<file path="src/rtl/hazard3_aclint_mtimer_if.sv">
// ---------------------------------------------------------------------------
// hazard3_aclint_mtimer_if
// APB bus bundle for the machine timer register block.
//   paddr   : 16-bit byte address from the master
//   psel    : slave select
//   penable : high in the access phase of a transfer
//   pwrite  : 1 = write, 0 = read
//   pwdata  : 32-bit write data
//   prdata  : 32-bit read data from the slave
//   pready  : slave ready (this slave never inserts wait states)
//   pslverr : slave error for unmapped or illegal accesses
// ---------------------------------------------------------------------------
interface hazard3_aclint_mtimer_if;
  logic [15:0] paddr;
  logic        psel;
  logic        penable;
  logic        pwrite;
  logic [31:0] pwdata;
  logic [31:0] prdata;
  logic        pready;
  logic        pslverr;

  modport master (
    output paddr, psel, penable, pwrite, pwdata,
    input  prdata, pready, pslverr
  );

  modport slave (
    input  paddr, psel, penable, pwrite, pwdata,
    output prdata, pready, pslverr
  );
endinterface

</file>
<file path="src/rtl/hazard3_aclint_mtimer.sv">
// ---------------------------------------------------------------------------
// hazard3_aclint_mtimer
// ACLINT-style machine timer: a 64-bit mtime counter advanced by a
// prescaled external tick, plus one 64-bit compare register and one
// registered interrupt output per hart. Registers are reached over APB.
//
// Ports
//   clk       : sole clock
//   rst       : asynchronous active-high reset
//   apb       : APB slave (see hazard3_aclint_mtimer_if)
//   dbg_halt  : freezes mtime and the prescaler while high
//   tick      : level tick; each clk edge with tick=1 is one tick event
//   timer_irq : per-hart machine timer interrupt, registered
//
// Register map (byte addresses)
//   0x000 CTRL        bit0 EN, bits[8+DIV_W-1:8] DIV
//   0x004 IRQ_STATUS  read-only copy of timer_irq
//   0x008 MTIME       mtime[31:0]
//   0x00C MTIMEH      mtime[63:32]
//   0x100+8*i         MTIMECMP[i]  low word
//   0x104+8*i         MTIMECMPH[i] high word
// ---------------------------------------------------------------------------
module hazard3_aclint_mtimer #(
  parameter int N_HARTS = 1,
  parameter int DIV_W   = 8
) (
  input  logic                       clk,
  input  logic                       rst,
  hazard3_aclint_mtimer_if.slave     apb,
  input  logic                       dbg_halt,
  input  logic                       tick,
  output logic [N_HARTS-1:0]         timer_irq
);

  // Register state
  logic               ctrlEn_q,       ctrlEn_d;
  logic [DIV_W-1:0]   ctrlDiv_q,      ctrlDiv_d;
  logic [DIV_W-1:0]   prescaleCnt_q,  prescaleCnt_d;
  logic [63:0]        mtime_q,        mtime_d;
  logic [63:0]        mtimecmp_q [N_HARTS];
  logic [63:0]        mtimecmp_d [N_HARTS];
  logic [N_HARTS-1:0] irq_q,          irq_d;

  // Address decode
  logic       access;
  logic       isCtrl, isStatus, isMtime, isMtimeh;
  logic       cmpRegion, cmpValid, cmpHi;
  logic [3:0] cmpIdx;
  logic       addrValid, busErr;
  logic       wrEn;
  logic [63:0] cmpRead;
  logic [31:0] readData;

  // Prescaler
  logic tickQual, incMtime;
  logic [63:0] mtimeInc;

  assign access    = apb.psel && apb.penable;
  assign isCtrl    = (apb.paddr == 16'h0000);
  assign isStatus  = (apb.paddr == 16'h0004);
  assign isMtime   = (apb.paddr == 16'h0008);
  assign isMtimeh  = (apb.paddr == 16'h000C);
  // Comparator window is 0x100..0x17F; slots beyond N_HARTS are unmapped.
  assign cmpRegion = (apb.paddr[15:7] == 9'h002) && (apb.paddr[1:0] == 2'b00);
  assign cmpIdx    = apb.paddr[6:3];
  assign cmpHi     = apb.paddr[2];
  assign cmpValid  = cmpRegion && ({1'b0, cmpIdx} < 5'(N_HARTS));
  assign addrValid = isCtrl || isStatus || isMtime || isMtimeh || cmpValid;
  // IRQ_STATUS is read-only, so a write to it is an error just like a hole.
  assign busErr    = !addrValid || (apb.pwrite && isStatus);
  assign wrEn      = access && apb.pwrite && !busErr;

  assign apb.pready  = 1'b1;
  assign apb.pslverr = access && busErr;
  assign apb.prdata  = busErr ? 32'h0 : readData;

  // Comparator read select; only indices below N_HARTS can match.
  always_comb begin
    cmpRead = 64'h0;
    for (int i = 0; i < N_HARTS; i++) begin
      if (cmpIdx == 4'(i)) cmpRead = mtimecmp_q[i];
    end
  end

  always_comb begin
    readData = 32'h0;
    if (isCtrl)        readData = 32'(ctrlEn_q) | (32'(ctrlDiv_q) << 8);
    else if (isStatus) readData = 32'(irq_q);
    else if (isMtime)  readData = mtime_q[31:0];
    else if (isMtimeh) readData = mtime_q[63:32];
    else if (cmpValid) readData = cmpHi ? cmpRead[63:32] : cmpRead[31:0];
  end

  // A tick only counts when enabled and not halted; mtime steps when the
  // prescaler has seen DIV+1 qualifying ticks.
  assign tickQual = tick && ctrlEn_q && !dbg_halt;
  assign incMtime = tickQual && (prescaleCnt_q == ctrlDiv_q);
  assign mtimeInc = incMtime ? mtime_q + 64'd1 : mtime_q;

  always_comb begin
    ctrlEn_d      = ctrlEn_q;
    ctrlDiv_d     = ctrlDiv_q;
    prescaleCnt_d = prescaleCnt_q;
    mtime_d       = mtimeInc;
    for (int i = 0; i < N_HARTS; i++) mtimecmp_d[i] = mtimecmp_q[i];

    if (tickQual) begin
      prescaleCnt_d = incMtime ? '0 : prescaleCnt_q + 1'b1;
    end

    if (wrEn && isCtrl) begin
      ctrlEn_d      = apb.pwdata[0];
      ctrlDiv_d     = apb.pwdata[8 +: DIV_W];
      // A CTRL write restarts the prescale period from zero.
      prescaleCnt_d = '0;
    end

    // A word write merges with the incremented value of the other word.
    if (wrEn && isMtime)  mtime_d[31:0]  = apb.pwdata;
    if (wrEn && isMtimeh) mtime_d[63:32] = apb.pwdata;

    for (int i = 0; i < N_HARTS; i++) begin
      if (wrEn && cmpValid && (cmpIdx == 4'(i))) begin
        if (cmpHi) mtimecmp_d[i][63:32] = apb.pwdata;
        else       mtimecmp_d[i][31:0]  = apb.pwdata;
      end
    end
  end

  // Interrupts compare the current register values, giving one clk latency.
  always_comb begin
    irq_d = '0;
    for (int i = 0; i < N_HARTS; i++) irq_d[i] = (mtime_q >= mtimecmp_q[i]);
  end

  always_ff @(posedge clk or posedge rst) begin
    if (rst) begin
      ctrlEn_q      <= 1'b1;
      ctrlDiv_q     <= '0;
      prescaleCnt_q <= '0;
      mtime_q       <= 64'h0;
      irq_q         <= '0;
      for (int i = 0; i < N_HARTS; i++) mtimecmp_q[i] <= 64'hFFFF_FFFF_FFFF_FFFF;
    end else begin
      ctrlEn_q      <= ctrlEn_d;
      ctrlDiv_q     <= ctrlDiv_d;
      prescaleCnt_q <= prescaleCnt_d;
      mtime_q       <= mtime_d;
      irq_q         <= irq_d;
      for (int i = 0; i < N_HARTS; i++) mtimecmp_q[i] <= mtimecmp_d[i];
    end
  end

  assign timer_irq = irq_q;

endmodule

</file>
<file path="src/flat_wrapper.sv">
// flat-port wrapper written by rule: the top's interface ports become plain ports
module hazard3_aclint_mtimer_flat 
#(
  parameter int N_HARTS = 1,
  parameter int DIV_W   = 8
)
  (clk, rst, dbg_halt, tick, timer_irq, apb_paddr, apb_psel, apb_penable, apb_pwrite, apb_pwdata, apb_prdata, apb_pready, apb_pslverr);
  hazard3_aclint_mtimer_if apb_i ();
  input  logic clk;
  input  logic rst;
  input  logic dbg_halt;
  input  logic tick;
  output logic [N_HARTS-1:0] timer_irq;
  input wire logic [$bits(apb_i.paddr)-1:0] apb_paddr;
  input wire logic [$bits(apb_i.psel)-1:0] apb_psel;
  input wire logic [$bits(apb_i.penable)-1:0] apb_penable;
  input wire logic [$bits(apb_i.pwrite)-1:0] apb_pwrite;
  input wire logic [$bits(apb_i.pwdata)-1:0] apb_pwdata;
  output wire logic [$bits(apb_i.prdata)-1:0] apb_prdata;
  output wire logic [$bits(apb_i.pready)-1:0] apb_pready;
  output wire logic [$bits(apb_i.pslverr)-1:0] apb_pslverr;
  assign apb_i.paddr = apb_paddr;
  assign apb_i.psel = apb_psel;
  assign apb_i.penable = apb_penable;
  assign apb_i.pwrite = apb_pwrite;
  assign apb_i.pwdata = apb_pwdata;
  assign apb_prdata = apb_i.prdata;
  assign apb_pready = apb_i.pready;
  assign apb_pslverr = apb_i.pslverr;
  hazard3_aclint_mtimer #(.N_HARTS(N_HARTS), .DIV_W(DIV_W)) u_core (.clk(clk), .rst(rst), .apb(apb_i), .dbg_halt(dbg_halt), .tick(tick), .timer_irq(timer_irq));
endmodule
</file>
<file path="config.mk">
export PLATFORM = sky130hd
export DESIGN_NAME = hazard3_aclint_mtimer_flat
export DESIGN_NICKNAME = d
export VERILOG_FILES = /design/src/rtl/hazard3_aclint_mtimer_if.sv /design/src/rtl/hazard3_aclint_mtimer.sv /design/src/flat_wrapper.sv
export SDC_FILE = /design/constraint.sdc
export NUM_CORES = 1
export LEC_CHECK = 0
export CORE_MARGIN = 10
export CORE_UTILIZATION = 35
export CTS_CLUSTER_SIZE = 25
export DETAILED_ROUTE_END_ITERATION = 8
export PLACE_DENSITY = 0.52
export SLEW_MARGIN = 10
export SYNTH_ARGS = -nofsm -noshare
export SYNTH_HDL_FRONTEND = slang
export SYNTH_SLANG_ARGS = --single-unit
</file>
<file path="constraint.sdc">
create_clock -name clk -period 6.1 [get_ports clk]
set_clock_uncertainty 0.2 [all_clocks]
set_input_delay 0.915 -clock clk [delete_from_list [all_inputs] [get_ports clk]]
set_output_delay 0.915 -clock clk [all_outputs]
set_load 0.03 [all_outputs]
</file>
Word-level counts from Yosys, hierarchy flattened
Index checks and enable logic that the tools add are counted.
{ "totals": {"regBits": 146, "inputBits": 55, "out_inout_bits": 35, "word_cells": 64} }
{ "classes": {"add_sub_neg": 2, "magnitude_cmp": 2, "n_eq_ne": 5, "n_mux": 14, "bitwise_logic": 2, "n_reduce_logical": 31} }
{ "ops": {"columns": ["op", "count"], "rows": [
  ["$mux W32", 9],
  ["$mux W64", 2],
  ["$add A64 B1 Y64 const B", 1],
  ["$ge A64 B64 Y1", 1],
  ["$eq A16 B4 Y1 const B", 2],
  ["$mux W8", 3],
  ["$eq A16 B3 Y1 const B", 1],
  ["$logic_not A16 Y1", 1],
  ["$or A1 B16 Y16", 1],
  ["$logic_and A1 B1 Y1", 15],
  ["$eq A9 B2 Y1 const B", 1],
  ["$add A8 B1 Y8 const B", 1],
  ["$eq A8 B8 Y1", 1],
  ["$reduce_bool A2 Y1", 3],
  ["$logic_or A1 B1 Y1", 5],
  ["$logic_not A4 Y1", 1],
  ["$lt A4 B1 Y1 const B", 1],
  ["$reduce_and A2 Y1", 2],
  ["$logic_not A1 Y1", 3],
  ["$logic_not A2 Y1", 1],
  ["$not A1 Y1", 1]
]} }

Depth between registers and ports, before layout
{ "depth": {"ltp_word": 12, "depth_mapped": 9, "ltp_nobuf": 8} }

Worst setup path after synthesis
OpenSTA, ideal clock, no wires.
{ "synth_path": {"path_kind": "input port to output port", "from": "input apb_paddr[13]", "to": "output apb_prdata[10]", "arrival_time_ns": 2.695, "required_time_ns": 4.985, "setup_slack_ns": 2.290, "path_stages": 6, "n_path_buf": 1, "path_cell_list": "nor4_1 > nand4_1 > nor2_1 > clkbuf_1 > a22oi_1 > o21ai_0"} }
{ "synth_between": {"elab_chain_cells": 9, "word_cells_on_any_way": 20, "classes_between": "eq/ne: 4; mux: 6; reduce/logical: 10"} }
{ "synth_lines": {"columns": ["element", "line_no", "source"], "rows": [
  ["start: declaration", "flat_wrapper.sv:14", "input wire logic [$bits(apb_i.paddr)-1:0] apb_paddr;"],
  ["$eq A9 B2 Y1", "hazard3_aclint_mtimer.sv:64", "assign cmpRegion = (apb.paddr[15:7] == 9'h002) && (apb.paddr[1:0] == 2'b00);"],
  ["$logic_and A1 B1 Y1", "hazard3_aclint_mtimer.sv:64", null],
  ["$logic_and A1 B1 Y1", "hazard3_aclint_mtimer.sv:67", "assign cmpValid = cmpRegion && ({1'b0, cmpIdx} < 5'(N_HARTS));"],
  ["$mux W32", "hazard3_aclint_mtimer.sv:91", "else if (cmpValid) readData = cmpHi ? cmpRead[63:32] : cmpRead[31:0];"],
  ["$mux W32", "hazard3_aclint_mtimer.sv:90", "else if (isMtimeh) readData = mtime_q[63:32];"],
  ["$mux W32", "hazard3_aclint_mtimer.sv:89", "else if (isMtime) readData = mtime_q[31:0];"],
  ["$mux W32", "hazard3_aclint_mtimer.sv:88", "else if (isStatus) readData = 32'(irq_q);"],
  ["$mux W32", "hazard3_aclint_mtimer.sv:87", "if (isCtrl) readData = 32'(ctrlEn_q) | (32'(ctrlDiv_q) << 8);"],
  ["$mux W32 *", "hazard3_aclint_mtimer.sv:75", "assign apb.prdata = busErr ? 32'h0 : readData;"],
  ["end: declaration", "flat_wrapper.sv:19", "output wire logic [$bits(apb_i.prdata)-1:0] apb_prdata;"]
]} }
Mark *: on every way between the ends. The rest lies on a longest branch, timed or not.

Worst setup path in the final report
{ "layout_path": {"from": "input apb_paddr[13]", "to": "output apb_prdata[9]"} }
The elaborated chain is that of the path after synthesis.

==> out/results.ini <==
[synth]
synth_cells=1066
avgSynthCellArea_sq_um=9.116
synth_ff_type=dfrtp_1
synth_cell_types=61
ys_seq_area_share_pct=38.43
synth_edf_count=0
ys_ff_latch=146
synth_nets=1187
ys_warn_count=0
async_flop_share_pct=100.0
synth.cell_area_sq_um=9718

[power_and_ir_drop]
p_leak_nw=5.003
ir_drop_uv=170.8
power_density_nw_per_um2=182.0

[global_route]
antenna_found_initial=0
grt_pass1_vias=8464
grt_util_all_layers_pct=18.31
grt_first_pass_wirelength_um=50520
grt_max_degree=95
grt-ovfl-total=0

[cts]
numCtsBuffers=17
post-cts-setup-buffers=0
tritoncts=done
cts-root-buf=clkbuf_16
clk_path_buf_depth=2
cts_resized=0
clkSinkCount=146
clkSlewWorstSetupHoldPaths_ns=0.07
hold_buffers=0
clock_latency_ns=0.44
htree_num_levels=4

[drt]
dr.pass1.iters=5
antenna_left=0
wl_per_cell_um=20.88
drt_wl_total_um=31800
drc=0
first_iter_violations=540
vias_per_cell=5.425
vias=8263

[worst_setup_path]
crit_arrival_ns=4.01
reg2reg_depth=6
crit_buf_inv=2
path_cells=clkdlybuf4s50_1 > nor4_1 > and4_1 > nand2_1 > nor2_1 > a222oi_1 > o21ai_0 > clkdlybuf4s50_1
cp_common_cell=clkdlybuf4s50_1
worstPathMaxFanout=8
crit_slowest_cell=clkdlybuf4s50_1
rrSetupSlack_ns=2.69
crit_type=in -> out
crit_required_ns=4.98
reg2reg_to=u_core.mtime_q[58]
timing.rr.start=u_core.ctrlEn_q
path_delay_family=simple AND/OR/NAND/NOR gates
critPathMaxStageDelay_ns=0.75
end_kind=output port
cp-start-kind=primary input

[timing]
finalHoldViolations=0
setup_viol=0
tns_ns=0
post-route-period-util_pct=84.05
timing.hold.ws_ns=0.3203
rsz0062_at_grt=false
period_minus_slack_ns=5.127
fmax_ghz=0.1950
worstMarginPinSlew_ns=0.9895
slew_headroom_pct=33.88
finalMaxSlewViolations=0

[worst_hold_path]
hp-class=reg -> reg
hp-start=u_core.mtimecmp_q[27]
hold_depth=2
min_to=u_core.mtimecmp_q[27]

[floorplan]
fp.dieW_um=186.6
ios=90
rows=60
dieArea_sq_um=34830
start_util_pct=35.86
coreArea_sq_um=27100
die_h_um=186.6

[placement]
dp_cells=1491
globalplace.congestion=0.8476
portBuffers=88
hpwlAfterDp_um=22600

[finish]
instances_no_fill=1523
fin_nets=1259
drive_gt1_share_pct=14.60
finish.utilization_pct=42.54
synthToLayoutAreaGrowth_pct=18.63
diodes=0
nFillCells=2760

[job]
cap_violations=0

[outcome]
status=finished, final reports clean

-- layout make-up --
class | instances | area [sq um] | area share [%]
clock buffers | 18 | 439.2 | 3.809
clock inverters | 14 | 118.9 | 1.031
inverters | 76 | 290.3 | 2.518
multi-input cells | 796 | 5504 | 47.74
flip-flops and latches | 146 | 3735 | 32.40
well taps | 372 | 465.4 | 4.037
repair buffers | 101 | 975.9 | 8.465
-- placed cells by master (no fill, tap or decap), drive strengths merged, types with 4 or more instances in the layout --
| cell | count |
|---|---|
| nor3 | 15 |
| clkinvlp | 5 |
| a211oi | 5 |
| nand2 | 100 |
| clkdlybuf4s50 | 87 |
| and2 | 10 |
| a222oi | 4 |
| mux2i | 52 |
| mux2 | 42 |
| dfstp | 65 |
| inv | 81 |
| o21ai | 109 |
| clkbuf | 18 |
| or3 | 14 |
| o22ai | 17 |
| o31ai | 4 |
| xnor2 | 21 |
| nand4 | 52 |
| and4 | 10 |
| nor4b | 4 |
| o221ai | 5 |
| a21o | 6 |
| a22oi | 4 |
| dfrtp | 81 |
| ha | 66 |
| o31a | 5 |
| o21a | 4 |
| a21oi | 39 |
| and3 | 17 |
| buf | 14 |
| xor2 | 35 |
| nor4 | 13 |
| nor2 | 71 |
| or4 | 6 |
| nand3 | 24 |
| a31oi | 20 |
| clkinv | 4 |
-- state kept, by name, indices dropped and copies added (netlist names) --
name / count
u_core.timer_irq: 1
u_core.mtime_q: 64
u_core.ctrlDiv_q: 8
u_core.prescaleCnt_q: 8
u_core.mtimecmp_q: 64
u_core.ctrlEn_q: 1
-- Yosys cell counts, drive strengths merged (24+ instances only) --
| cell type | instances | area [sq um] |
|---|---|---|
| mux2i | 52 | 520.5 |
| nand3 | 24 | 120.1 |
| a21oi | 39 | 195.2 |
| inv | 75 | 281.5 |
| nand2 | 100 | 375.4 |
| dfrtp | 81 | 2027 |
| nor2 | 71 | 269.0 |
| clkbuf | 27 | 102.6 |
| nand4 | 52 | 352.8 |
| dfstp | 65 | 1708 |
| ha | 66 | 825.8 |
| o21ai | 109 | 545.5 |
| mux2 | 42 | 473.0 |
| xor2 | 35 | 306.5 |
-- power by group --
part	switching (mW)	total (mW)	internal, mW
Combinational	0.0619	0.106	0.0446
Sequential	0.000209	0.971	0.970
Clock	0.479	1.02	0.542
-- routing by layer --
metal  vias to the layer above  wire [um]  share of wire (%)  GRT usage [%]
met5                         -          0                  0              0
met4                         0        582                1.8          5.149
met3                        27       1394                4.4          3.054
met2                       196      15060                 47          29.88
met1                      4033      14760                 46          24.39
li1                       4007          -                  -              -
-- worst register-to-register path, cell delays in order, from the launching register on --
cell and delay [ns]:
dfstp_2 0.61, nand3b_4 0.17, nor4_4 0.38, and4_1 0.69, nand4_4 0.46, or4_1 0.65, a31oi_1 0.16
-- worst max-delay path by stage --
stage | startpoint | endpoint | slack, ns | cells after the start
2_1_floorplan | rst | u_core.ctrlDiv_q[0] | 1.17 | 1
3_3_place_gp | apb_paddr[7] | apb_prdata[9] | 1.07 | 8
3_5_place_dp | apb_paddr[7] | apb_prdata[9] | 1.04 | 8
4_1_cts | apb_paddr[7] | apb_prdata[9] | 1.02 | 8
5_1_grt | apb_paddr[13] | apb_prdata[9] | 0.79 | 8
6_report | apb_paddr[13] | apb_prdata[9] | 0.97 | 8
-- cell families (layout without fill, tap and decap cells) --
group	after synthesis	count (layout)	synth area share, %
AND/OR/NAND/NOR	347	347	18.69
AO/OA/AOI/OAI	232	232	13.93
flip-flops	146	146	38.43
buffers and inverters	124	209	5.137
multiplexers	94	94	10.22
adder cells (fa/ha/maj)	66	66	8.497
XOR/XNOR	56	56	5.047
other	1	1	0.03859
-- metrics by stage --
| stage | setup slack [ns] | instance area [sq um] | power (mW) |
|---|---|---|---|
| after floorplan | 1.170 | 9718 | 1.028 |
| after global placement | 1.068 | 10970 | 1.095 |
| after detailed placement | 1.039 | 10970 | 1.096 |
| after CTS | 1.019 | 11530 | 2.126 |
| after global routing | 0.7902 | 11530 | 2.175 |
| final | 0.9729 | 11530 | 2.098 |
No activity file was read; power rests on OpenSTA's default activity.
